**src/rtl/pararam_pkg.sv**
```systemverilog
// Shared types and constants for the ParaRAM host command front-end.
// Opcode layout: bit7 = write, bit6 = burst, low bits = start address.
package pararam_pkg;

    localparam int ADDR_WIDTH_DEF = 6;
    localparam int DATA_WIDTH_DEF = 24;

    localparam int OP_WR    = 7;
    localparam int OP_BURST = 6;

    typedef enum logic [2:0] {
        S_IDLE,
        S_LEN,
        S_WDATA,
        S_WRITE,
        S_RREQ,
        S_RWAIT,
        S_RSEND
    } state_t;

    function automatic int bytes_of(input int dw);
        return dw / 8;
    endfunction

endpackage

```
**src/rtl/pararam_host_ctrl_if.sv**
```systemverilog
// Command/response byte streams plus the ParaRAM memory port.
// The slave side is the controller; the master side is host plus RAM.
interface pararam_host_ctrl_if import pararam_pkg::*; #(
    parameter int ADDR_WIDTH = ADDR_WIDTH_DEF,
    parameter int DATA_WIDTH = DATA_WIDTH_DEF
);
    logic                  in_valid;
    logic [7:0]            in_data;
    logic                  in_ready;
    logic                  out_valid;
    logic [7:0]            out_data;
    logic                  out_ready;
    logic                  mem_en;
    logic                  mem_wc;
    logic [ADDR_WIDTH-1:0] mem_addr;
    logic [DATA_WIDTH-1:0] mem_wdata;
    logic [DATA_WIDTH-1:0] mem_rdata;

    modport master (
        output in_valid, in_data, out_ready, mem_rdata,
        input  in_ready, out_valid, out_data, mem_en, mem_wc, mem_addr, mem_wdata
    );

    modport slave (
        input  in_valid, in_data, out_ready, mem_rdata,
        output in_ready, out_valid, out_data, mem_en, mem_wc, mem_addr, mem_wdata
    );

endinterface

```
**src/rtl/pararam_host_ctrl.sv**
```systemverilog
// Byte-stream command front-end for ParaRAM: collects write words, sequences
// single-cycle RAM accesses and serialises read words MSB first.
module pararam_host_ctrl import pararam_pkg::*; #(
    parameter int ADDR_WIDTH = ADDR_WIDTH_DEF,
    parameter int DATA_WIDTH = DATA_WIDTH_DEF
) (
    input  logic                clk,
    input  logic                rst_n,
    pararam_host_ctrl_if.slave  bus,
    output logic                busy
);

    localparam int              BYTES     = bytes_of(DATA_WIDTH);
    localparam int              BCW       = $clog2(BYTES) + 1;
    localparam logic [BCW-1:0]  LAST_BYTE = BCW'(BYTES - 1);

    state_t                state, state_nx;
    logic [ADDR_WIDTH-1:0] addr;
    logic [7:0]            cnt;     // words still to do after the current one
    logic [BCW-1:0]        bcnt;
    logic [DATA_WIDTH-1:0] sr;
    logic [DATA_WIDTH-1:0] sr_in;
    logic                  is_wr;
    logic                  in_fire, out_fire, last_byte, last_word;

    assign bus.in_ready  = rst_n && (state == S_IDLE || state == S_LEN || state == S_WDATA);
    assign bus.out_valid = (state == S_RSEND);
    assign bus.out_data  = sr[DATA_WIDTH-1 -: 8];
    assign busy          = (state != S_IDLE);

    assign in_fire   = bus.in_valid && bus.in_ready;
    assign out_fire  = bus.out_valid && bus.out_ready;
    assign sr_in     = (sr << 8) | DATA_WIDTH'(bus.in_data);
    assign last_byte = (bcnt == LAST_BYTE);
    assign last_word = (cnt == 8'd0);

    always_ff @(posedge clk or negedge rst_n) begin
        if (!rst_n) state <= S_IDLE;
        else        state <= state_nx;
    end

    always_comb begin
        state_nx = state;
        case (state)
            S_IDLE:
                if (bus.in_valid) begin
                    if (bus.in_data[OP_BURST])  state_nx = S_LEN;
                    else if (bus.in_data[OP_WR]) state_nx = S_WDATA;
                    else                         state_nx = S_RREQ;
                end
            S_LEN:
                if (bus.in_valid) state_nx = is_wr ? S_WDATA : S_RREQ;
            S_WDATA:
                if (bus.in_valid && last_byte) state_nx = S_WRITE;
            S_WRITE:
                state_nx = last_word ? S_IDLE : S_WDATA;
            S_RREQ:
                state_nx = S_RWAIT;
            // First RWAIT cycle carries the strobe; the second waits for read data.
            S_RWAIT:
                if (!bus.mem_en) state_nx = S_RSEND;
            S_RSEND:
                if (bus.out_ready && last_byte) state_nx = last_word ? S_IDLE : S_RREQ;
            default:
                state_nx = S_IDLE;
        endcase
    end

    always_ff @(posedge clk or negedge rst_n) begin
        if (!rst_n) begin
            addr          <= '0;
            cnt           <= '0;
            bcnt          <= '0;
            sr            <= '0;
            is_wr         <= 1'b0;
            bus.mem_en    <= 1'b0;
            bus.mem_wc    <= 1'b0;
            bus.mem_addr  <= '0;
            bus.mem_wdata <= '0;
        end else begin
            bus.mem_en <= 1'b0;
            bus.mem_wc <= 1'b0;
            case (state)
                S_IDLE:
                    if (in_fire) begin
                        addr  <= bus.in_data[ADDR_WIDTH-1:0];
                        is_wr <= bus.in_data[OP_WR];
                        cnt   <= '0;
                        bcnt  <= '0;
                    end
                S_LEN:
                    if (in_fire) cnt <= bus.in_data;
                S_WDATA:
                    if (in_fire) begin
                        sr   <= sr_in;
                        bcnt <= last_byte ? '0 : bcnt + 1'b1;
                        if (last_byte) begin
                            bus.mem_en    <= 1'b1;
                            bus.mem_wc    <= 1'b1;
                            bus.mem_addr  <= addr;
                            bus.mem_wdata <= sr_in;
                        end
                    end
                S_WRITE: begin
                    addr <= addr + 1'b1;
                    if (!last_word) cnt <= cnt - 8'd1;
                end
                S_RREQ: begin
                    bus.mem_en   <= 1'b1;
                    bus.mem_addr <= addr;
                end
                S_RWAIT:
                    if (!bus.mem_en) sr <= bus.mem_rdata;
                S_RSEND:
                    if (out_fire) begin
                        sr   <= sr << 8;
                        bcnt <= last_byte ? '0 : bcnt + 1'b1;
                        if (last_byte) begin
                            addr <= addr + 1'b1;
                            if (!last_word) cnt <= cnt - 8'd1;
                        end
                    end
                default: ;
            endcase
        end
    end

endmodule

```
**src/flat_wrapper.sv**
```systemverilog
// flat-port wrapper written by rule: the top's interface ports become plain ports
module pararam_host_ctrl_flat import pararam_pkg::*;
#(
    parameter int ADDR_WIDTH = ADDR_WIDTH_DEF,
    parameter int DATA_WIDTH = DATA_WIDTH_DEF
)
  (clk, rst_n, busy, bus_in_valid, bus_in_data, bus_out_ready, bus_mem_rdata, bus_in_ready, bus_out_valid, bus_out_data, bus_mem_en, bus_mem_wc, bus_mem_addr, bus_mem_wdata);
  pararam_host_ctrl_if #(.ADDR_WIDTH(ADDR_WIDTH), .DATA_WIDTH(DATA_WIDTH)) bus_i ();
  input  logic clk;
  input  logic rst_n;
  output logic busy;
  input wire logic [$bits(bus_i.in_valid)-1:0] bus_in_valid;
  input wire logic [$bits(bus_i.in_data)-1:0] bus_in_data;
  input wire logic [$bits(bus_i.out_ready)-1:0] bus_out_ready;
  input wire logic [$bits(bus_i.mem_rdata)-1:0] bus_mem_rdata;
  output wire logic [$bits(bus_i.in_ready)-1:0] bus_in_ready;
  output wire logic [$bits(bus_i.out_valid)-1:0] bus_out_valid;
  output wire logic [$bits(bus_i.out_data)-1:0] bus_out_data;
  output wire logic [$bits(bus_i.mem_en)-1:0] bus_mem_en;
  output wire logic [$bits(bus_i.mem_wc)-1:0] bus_mem_wc;
  output wire logic [$bits(bus_i.mem_addr)-1:0] bus_mem_addr;
  output wire logic [$bits(bus_i.mem_wdata)-1:0] bus_mem_wdata;
  assign bus_i.in_valid = bus_in_valid;
  assign bus_i.in_data = bus_in_data;
  assign bus_i.out_ready = bus_out_ready;
  assign bus_i.mem_rdata = bus_mem_rdata;
  assign bus_in_ready = bus_i.in_ready;
  assign bus_out_valid = bus_i.out_valid;
  assign bus_out_data = bus_i.out_data;
  assign bus_mem_en = bus_i.mem_en;
  assign bus_mem_wc = bus_i.mem_wc;
  assign bus_mem_addr = bus_i.mem_addr;
  assign bus_mem_wdata = bus_i.mem_wdata;
  pararam_host_ctrl #(.ADDR_WIDTH(ADDR_WIDTH), .DATA_WIDTH(DATA_WIDTH)) u_core (.clk(clk), .rst_n(rst_n), .bus(bus_i), .busy(busy));
endmodule
```
**config.mk**
```make
export PLATFORM = sky130hd
export DESIGN_NAME = pararam_host_ctrl_flat
export DESIGN_NICKNAME = d
export VERILOG_FILES = /design/src/rtl/pararam_pkg.sv /design/src/rtl/pararam_host_ctrl_if.sv /design/src/rtl/pararam_host_ctrl.sv /design/src/flat_wrapper.sv
export SDC_FILE = /design/constraint.sdc
export NUM_CORES = 1
export LEC_CHECK = 0
export CORE_MARGIN = 3
export CORE_UTILIZATION = 51
export DETAILED_ROUTE_END_ITERATION = 7
export PLACE_DENSITY = 0.79
export SLEW_MARGIN = 0
export SYNTH_ARGS = -nofsm -noshare
export SYNTH_HDL_FRONTEND = slang
export SYNTH_SLANG_ARGS = --single-unit
```
**constraint.sdc**
```tcl
create_clock -name clk -period 2.6 [get_ports clk]
set_clock_uncertainty 0.15 [all_clocks]
set_input_delay 0.39 -clock clk [delete_from_list [all_inputs] [get_ports clk]]
set_output_delay 0.39 -clock clk [all_outputs]
set_load 0.02 [all_outputs]
```
==> results of run 1 <==
-- power by group --
group	leakage, uW	internal, uW	switching [uW]
combinational	0.00107	1160	1310
clock	0.0000892	366	495
sequential	0.000951	1650	383
total	0.00211	3180	2190
-- worst max-delay path: stages --
cell and delay (ns):
dlygate4sd3_1 0.55, buf_6 0.22, and3b_1 0.19, clkdlybuf4s50_1 0.60
-- placed cells by master (no fill, tap or decap), types with 11 or more instances in the layout --
master | Yosys | final
nor3_1 | 11 | 11
a31oi_1 | 18 | 18
dfrtp_1 | 77 | 77
a21oi_1 | 25 | 25
nor2_1 | 36 | 36
clkdlybuf4s50_1 | 0 | 77
a22oi_1 | 11 | 11
mux2_2 | 31 | 31
o21ai_0 | 12 | 12
nand2_1 | 50 | 50
-- final timing paths --
check                             endpoint            start  cells past startpoint
setup / recovery              bus_in_ready            rst_n                      4
hold / removal             u_core.state[0]            rst_n                      2
setup reg to reg             u_core.cnt[1]  u_core.state[1]                      5
hold reg to reg              u_core.cnt[6]    u_core.cnt[6]                      1
max in group asynchronous     u_core.sr[3]            rst_n                      3
min in group clk             u_core.cnt[6]    u_core.cnt[6]                      1
-- cells by family (layout without fill, tap and decap cells) --
kind of cell	after synthesis	after routing	share of synthesized area, %
simple gates	142	142	17.9
buf+inv	38	113	5.86
mux	34	34	9.82
compound gates	91	91	15.1
xor+xnor	2	2	0.454
flops	77	77	49.9
fa+ha+maj	3	3	0.972
-- through the flow --
| stage | instance area, um^2 | hold WS (ns) |
|---|---|---|
| after floorplan | 3860 | -0.0556 |
| after global placement | 4680 | 0.137 |
| after detailed placement | 4680 | 0.141 |
| after CTS | 4870 | 0.318 |
| after global routing | 4870 | 0.304 |
| final | 4870 | 0.292 |
-- sequential cells by signal, indices dropped and copies added (netlist names) --
register              cells
u_core.bus.mem_en         1
u_core.is_wr              1
u_core.sr                24
u_core.cnt                8
u_core.bus.mem_wdata     24
u_core.addr               6
u_core.bus.mem_addr       6
u_core.bus.mem_wc         1
u_core.state              3
u_core.bcnt               3
-- area by class of cell --
type	count	area (um^2)
clock inverter	7	61.3
timing repair buffer	91	907
tap	99	124
fill	592	2420
inverter	6	22.5
sequential	77	1930
multi-input combinational	272	1710
clock buffer	9	124
-- per-layer routing --
layer | global-route usage, % | share of wire (%) | up-vias
met5 | 0 | 0 | -
met4 | 7.69 | 1.5 | 0
met3 | 3.22 | 5.6 | 11
met2 | 35.4 | 50 | 99
met1 | 29.6 | 43 | 1528
li1 | - | - | 1509
-- timing repair --
action,in CTS,in global routing
hold buffers,1,0
resized for setup,0,1
hold endpoints to repair,15,0
endpoints found under the setup margin,0,1
==> impl_metrics.csv, run 1 <==
group,metric,value,unit
clock_tree,cts_max_level,3,
timing,setup_viol,0,
synthesis,synthesis.area,3860,um^2
clock_tree,clk_pin_slew,0.09,ns
min_path,hold_path_class,"in -> async",
setup_path,reg2reg_slack,0.43,ns
setup_path,crit_path_max_fanout,23,
drt,first_iter_violations,240,
cells_and_area,area_growth,26.2,%
drt,vias,3147,
floorplan,dieArea,8650,um^2
drt,vias_per_cell,5.61,
synthesis,yosys.area.top_type,"dfrtp_1",
global_route,grt_pass1_wl,15.0,mm
place,portBuffers,78,
timing,rsz0062_at_grt,"no",
floorplan,num_rows,31,
global_route,grt_util_all_layers,21.7,%
floorplan,start_util,53.0,%
cells_and_area,final_util,66.8,%
setup_path,crit_path_end_kind,"output port",
synthesis,synthCells,387,
status,status,"finished, final reports clean",
clock_tree,clock_latency,0.36,ns
global_route,grt_max_degree,49,
place,place_ws,0.242,ns
floorplan,core_area,7290,um^2
timing,setup_tns,0,ns
synthesis,synth.distinct_cells,46,
synthesis,synth-edff-count,0,
drt,ant_nets,0,
cells_and_area,final_cells,561,
power,peakVddDrop,0.692,mV
setup_path,arrival,1.96,ns
floorplan,die_w,93.0,um
clock_tree,cts.sinks,77,
timing,clock.fmax,400,MHz
timing,final.period_utilization,96.2,%
setup_path,crit_type,"in -> out",
drt,remaining_drc_errors,0,
global_route,grt_overflow,0,
synthesis,synth_top_area_share,49.9,%
drt,wl_per_cell,16.0,um
cells_and_area,diodes,0,
timing,period_needed,2.50,ns
synthesis,syn_area_per_cell,9.98,um^2
power,total_power,5360,uW
global_route,antenna_found_initial,0,
synthesis,netlist_top_cells_count,"77 x dfrtp_1, 50 x nand2_1, 36 x nor2_1, 31 x mux2_2, 25 x a21oi_1",
place,place.detailed.hpwl,6.32,mm
synthesis,synth_nets,426,
synthesis,yosys.cell_count.top_type,"dfrtp_1",
place,place_congestion,0.978,
synthesis,netlist_top_cells_area,"dfrtp_1 50%, mux2_2 9.0%, nand2_1 4.9%, nor2_1 3.5%, a21oi_1 3.2%",
drt,wl,8.96,mm
synthesis,yosysWarningCount,0,
synthesis,synth_ff_type,"dfrtp_1",
clock_tree,cts_buffers,9,
timing,hold_viol,0,
clock_tree,cts_setup_buffers,0,
synthesis,synth-seq-cells,77,
power,p_leak,0.00211,uW
flow_run,drv_cap,0,
synthesis,synth-async-reset-ratio,100,%
place,place_inst,544,
clock_tree,cts_tree,"built",
synthesis,yosysSeqAreaShare,49.9,%
timing,worst_pin_slew,0.530,ns
floorplan,die_h,93.0,um
timing,slew-limit-headroom,64.6,%
cells_and_area,fin_nets,496,
timing,setup_ws,0.0979,ns
timing,slew_violations,0,
setup_path,start_kind,"input port",
global_route,grt_pass1_vias,3078,
power,p_per_area,1100,nW/um^2
clock_tree,cts-root-buf,"clkbuf_8",
cells_and_area,drive_above_1_share,14.5,%
setup_path,cp.required,2.06,ns
floorplan,ios,79,
drt,drtPass1Iterations,4,
clock_tree,clockBufferDepth,2,
No activity file was read; power rests on OpenSTA's default activity.
==> run 2, diff against run 1 <==
--- a/config.mk
+++ b/config.mk
@@ -6,9 +6,9 @@
 export NUM_CORES = 1
 export LEC_CHECK = 0
 export CORE_MARGIN = 3
-export CORE_UTILIZATION = 51
+export CORE_UTILIZATION = 40
 export DETAILED_ROUTE_END_ITERATION = 7
-export PLACE_DENSITY = 0.79
+export PLACE_DENSITY = 0.65
 export SLEW_MARGIN = 0
 export SYNTH_ARGS = -nofsm -noshare
 export SYNTH_HDL_FRONTEND = slang
==> run 2 against run 1 <==
  * Count of clock-buffer cells in the layout is 1 higher
  * Clock power is 7.8% higher
  * Largest cell class unchanged
  * Combinational power hardly changed
  * Sequential power hardly changed
==> impl_metrics.csv, run 2 (synthesized netlist as in run 1, its figures left out) <==
group,metric,value,unit
cells_and_area,final_common_cell,"clkdlybuf4s50_1",
setup_path,reg2reg_to,"u_core.cnt[1]",
drt,ant_nets,0,
drt,vias,3101,
cells_and_area,reg_top3,"u_core.bus.mem_wdata x24, u_core.sr x24, u_core.cnt x8",
setup_path,reg2reg_slack,0.48,ns
setup_path,cp.required,2.06,ns
floorplan,die_w,104,um
drt,first_iter_violations,115,
timing,slew_violations,0,
clock_tree,clk_pin_slew,0.08,ns
place,place_congestion,0.920,
timing,slew-limit-headroom,51.4,%
setup_path,critical_path.slowest_cell,"dfrtp_1",
clock_tree,cts-root-buf,"clkbuf_8",
drt,wl_per_cell,15.5,um
setup_path,reg2reg_from,"u_core.cnt[3]",
global_route,grt_overflow,0,
cells_and_area,area_growth,27.9,%
place,place.detailed.hpwl,6.37,mm
setup_path,arrival,1.97,ns
setup_path,crit_path_max_fanout,18,
global_route,grt_max_degree,49,
power,p_leak,0.00212,uW
setup_path,reg2reg_depth,5,
setup_path,cp-endpoint,"busy",
global_route,grt_pass1_vias,2942,
timing,rsz0062_at_grt,"no",
min_path,hold_path_class,"reg -> reg",
setup_path,startpoint,"u_core.state[0]",
floorplan,ios,79,
min_path,whs_path_depth,1,
cells_and_area,fillers,881,
drt,wl,9.21,mm
drt,remaining_drc_errors,0,
global_route,grt_pass1_wl,15.4,mm
setup_path,crit_type,"reg -> out",
place,portBuffers,78,
floorplan,dieArea,10900,um^2
place,place_inst,575,
timing,setup_viol,0,
cells_and_area,finalInstanceArea,4940,um^2
setup_path,max_stage_delay,0.57,ns
cells_and_area,diodes,0,
clock_tree,cts.sinks,77,
place,placed_area,4720,um^2
floorplan,die_h,104,um
clock_tree,cts_max_level,3,
power,p_per_area,1100,nW/um^2
floorplan,start_util,41.4,%
global_route,antenna_found_initial,0,
timing,setup_tns,0,ns
drt,drtPass1Iterations,4,
cells_and_area,multi_input_area,1710,um^2
cells_and_area,final_cell_mix,"77 x clkdlybuf4s50_1, 76 x dfrtp_1, 50 x nand2_1",
clock_tree,cts_tree,"built",
timing,worst_pin_slew,0.726,ns
global_route,grt_util_all_layers,17.8,%
cells_and_area,fin_nets,498,
timing,clock.fmax,399,MHz
cells_and_area,regArea,1930,um^2
status,status,"finished, final reports clean",
clock_tree,cts_buffers,9,
setup_path,start_kind,"register",
timing,hold_viol,0,
setup_path,crit_path_end_kind,"output port",
clock_tree,clock_latency,0.36,ns
floorplan,num_rows,35,
power,peakVddDrop,0.405,mV
clock_tree,clockBufferDepth,2,
cells_and_area,drive_above_1_share,14.7,%
floorplan,core_area,9330,um^2
timing,final.period_utilization,96.5,%
timing,period_needed,2.51,ns
drt,vias_per_cell,5.23,
setup_path,crit_chain,"or3_1 > clkdlybuf4s50_1",
flow_run,drv_cap,0,
cells_and_area,final_cells,593,
-- run 2: cell types whose count changed in the layout (fill, tap and decap cells not counted) --
cell,previous run,this run
buf_4,10,12
inv_6,4,2
buf_6,1,0
bufinv_16,0,1
clkbuf_1,0,1
clkinvlp_4,2,3
dfrtp_1,77,76
dfrtp_2,0,1
dlygate4sd3_1,1,2
inv_8,1,0
-- run 2: worst min path at each step --
stage,from,to,slack (ns)
6_report,u_core.cnt[6],u_core.cnt[6],0.36
5_1_grt,u_core.bus.mem_addr[1],u_core.bus.mem_addr[1],0.37
4_1_cts,u_core.cnt[6],u_core.cnt[6],0.36
3_5_place_dp,rst_n,u_core.bus.mem_en,0.15
3_3_place_gp,rst_n,u_core.bus.mem_en,0.15
2_1_floorplan,rst_n,u_core.addr[0],-0.06
-- run 2: worst max-delay path: cells and delay by family (launching register included) --
kind          cells  cell delay [ns]
flops             1             0.57
buf+inv           1             0.56
simple gates      1             0.49
-- run 2: final cells by class --
| cell class | count | area share, % |
|---|---|---|
| sequential | 77 | 39.0 |
| tap | 129 | 3.27 |
| inverter | 6 | 0.456 |
| clock buffer | 10 | 2.58 |
| multi-input combinational | 272 | 34.6 |
| clock inverter | 6 | 1.42 |
| timing repair buffer | 93 | 18.6 |
-- run 2: layer usage --
layer | vias to the layer above | global-route usage [%] | part of all wire (%) | wire length, um
li1 | 1515 | - | - | -
met1 | 1493 | 25.0 | 47 | 4350
met2 | 79 | 26.9 | 47 | 4320
met3 | 14 | 3.23 | 3.7 | 339
met4 | 0 | 7.88 | 2.2 | 202
met5 | - | 0 | 0 | 0
-- run 2: through the flow --
stage / total power, uW / util (%) / hold slack, ns / worst slack (ns)
global route: 5840 / 53.0 / 0.370 / 0.0125
CTS: 5460 / 52.9 / 0.358 / 0.0706
finish: 5420 / 53.0 / 0.358 / 0.0915
detailed placement: 4530 / 50.6 / 0.146 / 0.266
global placement: 4450 / 50.6 / 0.145 / 0.319
floorplan: 3720 / - / -0.0556 / 0.676
-- run 2: timing repair --
action	in CTS	in global routing
hold endpoints to repair	15	0
hold buffers	2	0
gates resized for setup	0	1
setup endpoints to repair	0	1
setup buffers	0	0
-- run 2: power by group --
group	switching, uW	total [uW]	internal, uW	leakage, uW
Sequential	379	2030	1650	0.000949
Clock	479	929	450	0.0000895
Combinational	1300	2460	1160	0.00108
Total	2150	5420	3260	0.00212
